File: config.mk
export PLATFORM = sky130hd
export DESIGN_NAME = bsg_tanh_pack_q7
export DESIGN_NICKNAME = d
export VERILOG_FILES = /design/src/rtl/bsg_tanh_pack_q7.sv
export SDC_FILE = /design/constraint.sdc
export NUM_CORES = 1
export LEC_CHECK = 0
export ABC_AREA = 1
export BUFFER_PORTS_ARGS = -buffer_cell sky130_fd_sc_hd__buf_4
export CORE_UTILIZATION = 25
export DETAILED_ROUTE_END_ITERATION = 10
export PLACE_DENSITY = 0.54
export SLEW_MARGIN = 25
export SYNTH_ARGS = -nofsm -noshare
export SYNTH_HDL_FRONTEND = slang
export SYNTH_SLANG_ARGS = --single-unit
File: constraint.sdc
create_clock -name clk_i -period 3.55 [get_ports clk_i]
set_input_delay 0.1775 -clock clk_i [delete_from_list [all_inputs] [get_ports clk_i]]
set_output_delay 0.1775 -clock clk_i [all_outputs]
set_load 0.05 [all_outputs]
File: src/rtl/bsg_tanh_pack_q7.sv
// rtl/bsg_tanh_pack_q7.sv - quantize signed tanh samples to Q(out_width_p-1) and pack lanes into words
// Round half away from zero, symmetric saturation, sticky saturation flag, one-deep output register.
module bsg_tanh_pack_q7 #(
   parameter int ans_width_p = 32,
   parameter int frac_p      = 16,
   parameter int out_width_p = 8,
   parameter int lanes_p     = 4
) (
   input  logic                             clk_i,
   input  logic                             reset_i,
   input  logic [ans_width_p-1:0]           data_i,
   input  logic                             v_i,
   input  logic                             last_i,
   output logic                             ready_o,
   output logic [lanes_p*out_width_p-1:0]   data_o,
   output logic [$clog2(lanes_p+1)-1:0]     count_o,
   output logic                             v_o,
   input  logic                             ready_i,
   output logic                             sat_o
);

   localparam int shift_lp   = frac_p - (out_width_p - 1);
   localparam int cnt_w_lp   = $clog2(lanes_p);
   localparam int count_w_lp = $clog2(lanes_p + 1);

   logic signed [ans_width_p:0] ext, bias, sum, rnd, max_v, min_v;
   logic                        sat;
   logic [out_width_p-1:0]      q;

   // Negative inputs use a bias one short of half so the floor of the shift rounds away from zero.
   always_comb begin
      ext  = {data_i[ans_width_p-1], data_i};
      bias = '0;
      bias[shift_lp-1] = 1'b1;
      if (data_i[ans_width_p-1])
         bias = bias - {{ans_width_p{1'b0}}, 1'b1};
      sum   = ext + bias;
      rnd   = sum >>> shift_lp;
      max_v = '0;
      max_v[out_width_p-2:0] = '1;
      min_v = -max_v;
      sat   = (rnd > max_v) || (rnd < min_v);
      if (rnd > max_v)
         q = max_v[out_width_p-1:0];
      else if (rnd < min_v)
         q = min_v[out_width_p-1:0];
      else
         q = rnd[out_width_p-1:0];
   end

   logic                           accept, last_lane, complete;
   logic [lanes_p*out_width_p-1:0] pack_r, pack_nxt;
   logic [cnt_w_lp-1:0]            cnt_r;

   assign ready_o   = ~v_o | ready_i;
   assign accept    = v_i & ready_o;
   assign last_lane = (cnt_r == cnt_w_lp'(lanes_p - 1));
   assign complete  = accept & (last_lane | last_i);

   always_comb begin
      pack_nxt = pack_r;
      for (int k = 0; k < lanes_p; k++)
         if (cnt_r == cnt_w_lp'(k))
            pack_nxt[k*out_width_p +: out_width_p] = q;
   end

   // A completing beat reloads the output register even while it drains, giving full throughput.
   always_ff @(posedge clk_i) begin
      if (reset_i) begin
         pack_r  <= '0;
         cnt_r   <= '0;
         data_o  <= '0;
         count_o <= '0;
         v_o     <= 1'b0;
         sat_o   <= 1'b0;
      end else begin
         if (accept & sat)
            sat_o <= 1'b1;
         if (complete) begin
            data_o  <= pack_nxt;
            count_o <= count_w_lp'(cnt_r) + count_w_lp'(1);
            v_o     <= 1'b1;
            pack_r  <= '0;
            cnt_r   <= '0;
         end else begin
            if (accept) begin
               pack_r <= pack_nxt;
               cnt_r  <= cnt_r + cnt_w_lp'(1);
            end
            if (v_o & ready_i)
               v_o <= 1'b0;
         end
      end
   end

endmodule

# --- Word level (Yosys, flattened, before mapping) ---
# Index checks and enable logic that the tools add are counted.
op_classes:
  n_reduce_logical: 4
  order_cmp: 2
  div: 0
  eq_ne: 3
  mul: 0
  n_bitwise: 7
  muxes: 9
  n_shift: 0
  add_sub_neg: 3
ops:
  columns: ["op", "count"]
  rows:
  - ["two-way mux 8 bit", 6]
  - ["adder 32 x 10 -> 33 bit", 1]
  - ["greater-than comparator 24 x 8 -> 1 bit, second input constant", 1]
  - ["< comparator 24 x 8 -> 1 bit, second input constant", 1]
  - ["two-way mux 9 bit", 1]
  - ["AND 1 bit", 4]
  - ["equality test 2 bit, second input constant", 2]
  - ["adder 2 x 1 -> 3 bit, second input constant", 1]
  - ["adder 2 x 1 -> 2 bit, second input constant", 1]
  - ["equality test 2 x 1 -> 1 bit, second input constant", 1]
  - ["logical NOT 2 bit", 1]
  - ["two-way mux 1 bit", 2]
  - ["bitwise OR 1 bit", 2]
  - ["nonzero test 2 bit", 1]
  - ["OR reduction 2 bit", 1]
  - ["logical OR 1 bit", 1]
  - ["inverter 1 bit", 1]
totals:
  out_inout_bits: 38
  mem_bits_ro: 0
  memories: 0
  inputBits: 37
  elab_cells: 34
  latch_bits: 0
  regBits: 71
  ram_bits: 0

# --- Depth between registers and ports, before layout ---
depth:
  depth_word: 6
  mapped_depth: 22
  mapped_depth_nobuf: 22

# --- Least setup slack after synthesis ---
# No wires, ideal clock.
synth_timing:
  path_kind: "register -> register"
  start: "register v_o"
  end: "register data_o[18]"
  stages_incl_launch_ff: 9
  setup_ns: 0.128
  t_arrival_ns: 2.353
  required_time_ns: 3.422
  period_less_slack_ns: 2.481
  setup_slack_ns: 1.069
  n_path_buf: 1
  cell_sequence: "dfxtp_1 -> nand2_1 -> nand2_1 -> inv_2 -> o21ai_1 -> nor2_1 -> inv_1 -> clkbuf_1 -> o21ai_1"
synth_via:
  elab_chain_cells: 4
synth_lines:
  columns: ["item", "line_no", "text"]
  rows:
  - ["start: declaration", "17", "output logic v_o,"]
  - ["start signal: assignment", "74", "v_o <= 1'b0;"]
  - ["start signal: assignment", "82", "v_o <= 1'b1;"]
  - ["start signal: assignment", "91", "v_o <= 1'b0;"]
  - ["inverter 1 bit", "55", "assign ready_o = ~v_o | ready_i;"]
  - ["bitwise OR 1 bit", "55", null]
  - ["via ready_o", "14", "output logic ready_o,"]
  - ["AND 1 bit", "56", "assign accept = v_i & ready_o;"]
  - ["AND 1 bit", "58", "assign complete = accept & (last_lane | last_i);"]
  - ["end signal: assignment", "80", "data_o <= pack_nxt;"]
  - ["end: declaration", "15", "output logic [lanes_p*out_width_p-1:0] data_o,"]
# The timed path passes the listed nets, and every way through them passes these cells.
# A chain may end at the register's enable or synchronous reset.

# --- Worst setup path in the final report ---
layout_timing:
  start: "input data_i[31]"
  end: "register pack_r[0]"
layout_via:
  elab_chain_cells: 6
  word_cells_on_any_way: 7
  cone_classes: "add/sub: 1; order compare: 2; mux: 4"
layout_lines:
  columns: ["item", "line_no", "text"]
  rows:
  - ["start: declaration", "11", "input logic [ans_width_p-1:0] data_i,"]
  - ["two-way mux 9 bit", "35", "if (data_i[ans_width_p-1])"]
  - ["adder 32 x 10 -> 33 bit (*)", "37", "sum = ext + bias;"]
  - ["< comparator 24 x 8 -> 1 bit", "45", "else if (rnd < min_v)"]
  - ["two-way mux 8 bit", "45", null]
  - ["two-way mux 8 bit (*)", "43", "if (rnd > max_v)"]
  - ["two-way mux 8 bit (*)", "63", "if (cnt_r == cnt_w_lp'(k))"]
  - ["end signal: assignment", "87", "pack_r <= pack_nxt;"]
  - ["end: declaration", "52", "logic [lanes_p*out_width_p-1:0] pack_r, pack_nxt;"]
# Mark *: on every way between the ends. The rest lies on a longest branch, timed or not.

==> out/results.txt <==
Status = finished clean
Syn_nets = 742
Initial antenna violation count = 0
Fmax = 396 MHz
IO Port Bufs = 74
Post-CTS setup buffers = 0
Max_cap viols = 0
Slew HR = 0.436
Num CTS Buffers = 9
Post-DP HPWL = 8.99 mm
Total power = 2.21 mW
Hold Slack = 0.0434 ns
Netlist Area Pre-Place = 0.00424 mm^2
CP endpoint kind = register
Clk sinks = 71
Fin crit period = 2.53 ns
Routed WL per cell = 12.1 um
Initial Util = 0.256
CTS tree = done
Fin Setup TNS = 0 ns
Area Growth Syn to Fin = 25.2%
Util after Layout = 0.320
Drt total wl = 11.9 mm
I/O Pins = 75
Peak VDD IR = 0.237 mV
Clock skew = 0.00390 ns
Clock buffer depth = 2
Clock-pin slew of the registers on the worst-case setup and hold paths = 0.06 ns
GR Overflow Total = 0
Post-CTS Hold Buffers = 0
Cells after Synth = 693
Crit path required time = 3.79 ns
Pin slew with the least headroom to its limit = 0.845 ns
Xor/xnor cell area share of the yosys netlist = 0
Die Area = 0.0175 mm^2
Max FO, Critical Path = 26
Place WS = 0.641 ns
Pin count of the biggest net entering global routing = 63
Via-to-Cell Ratio = 4.37
Post-Synth Adder-Cell Area = 0.0354
Row cnt = 47
Net total in the final layout = 810
Post-Synth Simple-Gate Area = 0.421
Fin. Hold Viols = 0
Initial DRT Pass Iterations = 4
Power Density = 417 mW/mm^2
CP Data Arrival Time = 2.76 ns
Total number of vias = 4305
Clock Root Buffer = clkbuf_16
Distinct cells, synth = 27
Skew-Pair Late Insertion Delay = 0.34 ns
Slew Limit Fails = 0
PostCTS Resize Cnt = 0
Crit Path Class = input port to register
Vias in the first global route = 4036
HP Class = input port to register
Chip height = 132 um
Seq/Total Area, Yosys = 0.335
Leak pwr = 2.65 nW
Final worst-path cycle share = 0.711
Die width = 132 um
Syn_area_per_cell = 6.12 um^2
Core area = 0.0166 mm^2
Setup-failing EPs final = 0
H-tree Lvls = 3
Setup WS post-layout = 1.02 ns
RD Place Congestion = 0.886
Post-synthesis compound-gate area fraction = 0.115
RSZ-0062 raised after global routing = no
Post-synthesis mux area share = 0
Syn. warnings = 0
DR iter-0 viols = 205
Layout cells sized above 1 = 0.174
Overall Global Routing Usage = 0.141
Routed Antenna Nets = 0
Residual DRC = 0
Global-route wire length before repair = 19.8 mm
Antenna diodes = 0
#FFs+latches synth = 71
Largest family of logic cells by synthesized area = simple AND/OR/NAND/NOR gates
CP startpoint kind = input port
## metal layers
layer  up-vias  GRT usage  share of wire
met5         -          0              0
met1      1880      0.191           0.50
li1       2327          -              -
met3        14     0.0273          0.044
met2        84      0.225           0.44
met4         0     0.0453          0.016
## cells in the final DEF, fill, tap and decap left out, drive strengths merged
| cell type | synthesis | layout |
|---|---|---|
| nand2 | 252 | 252 |
| buf | 10 | 78 |
| inv | 78 | 78 |
| dfxtp | 71 | 71 |
| nor2 | 63 | 63 |
| nand3 | 61 | 61 |
| o21ai | 56 | 56 |
| a21oi | 33 | 33 |
| or2 | 25 | 25 |
| ha | 12 | 12 |
| clkbuf | 11 | 11 |
| nor3 | 8 | 8 |
| nand3b | 5 | 5 |
| a22o | 3 | 3 |
| clkinv | 0 | 3 |
| and2 | 2 | 2 |
| nand4 | 1 | 1 |
| o21bai | 1 | 1 |
| a211oi | 1 | 1 |
| bufinv | 0 | 1 |
## where the power goes
part / internal [mW] / leakage, nW / total, mW / switching (mW)
Sequential: 0.842 / 0.580 / 0.864 / 0.0220
Combinational: 0.152 / 1.92 / 0.445 / 0.292
Clock: 0.574 / 0.151 / 0.903 / 0.329
## synthesized netlist by cell type
cell type	n	area, um^2
a211oi_1	1	7.51
a21oi_1	33	165
a22o_1	3	26.3
and2_1	2	12.5
buf_1	2	7.51
buf_2	6	30.0
buf_6	2	22.5
clkbuf_1	11	41.3
dfxtp_1	71	1420
ha_1	12	150
inv_1	74	278
inv_2	4	15.0
nand2_1	247	927
nand2_2	4	25.0
nand2_4	1	11.3
nand3_1	58	290
nand3_2	3	30.0
nand3b_1	5	37.5
nand4_1	1	6.26
nor2_1	62	233
nor2_2	1	6.26
nor3_1	6	30.0
nor3_2	2	20.0
o21ai_0	31	155
o21ai_1	25	125
o21bai_1	1	7.51
or2_2	25	156
## critical path, cell delays in order
cell	delay, ns
buf_4	0.18
inv_1	0.08
ha_1	0.31
nand2_1	0.08
nand2_1	0.08
inv_1	0.06
nand2_1	0.08
inv_1	0.06
nand3_1	0.14
nand2_1	0.15
nand2_1	0.07
and2_1	0.13
nor2_1	0.10
nand3_1	0.08
nor2_1	0.11
nand2_1	0.10
nand2_4	0.25
nand3_2	0.18
nand2_1	0.12
nand3_1	0.07
nand2_1	0.09
inv_1	0.03
## kinds of logic after synthesis
family | Yosys count
compound gates | 94
simple gates | 417
flops | 71
buf+inv | 99
fa+ha+maj | 12
## area by class of cell
class | instances | area, um^2
tap | 220 | 275
inverter | 78 | 293
clock buffer | 11 | 253
multi-input combinational | 523 | 2420
sequential | 71 | 1420
clock inverter | 4 | 45.0
fill | 1890 | 11300
timing repair buffer | 78 | 598
## sequential cells by signal, summed over array words and instances (netlist names)
name and cells:
v_o 1, count_o 3, cnt_r 2, pack_r 32, data_o 32, sat_o 1
## metrics by stage
| step | std cells | area (um^2) |
|---|---|---|
| after floorplan | 693 | 4240 |
| after global placement | 970 | 5010 |
| after detailed placement | 970 | 5010 |
| after CTS | 985 | 5310 |
| after global routing | 985 | 5310 |
| final | 985 | 5310 |
## final timing paths
kind | start | to | slack (ns) | cells after the start
worst max register to register | cnt_r[0] | pack_r[17] | 1.17 | 8
worst min-delay path | reset_i | v_o | 0.04 | 2
worst min register to register | pack_r[31] | pack_r[31] | 0.44 | 2
worst max-delay path | data_i[31] | pack_r[0] | 1.02 | 22
Power figures use the tool's default switching activity.
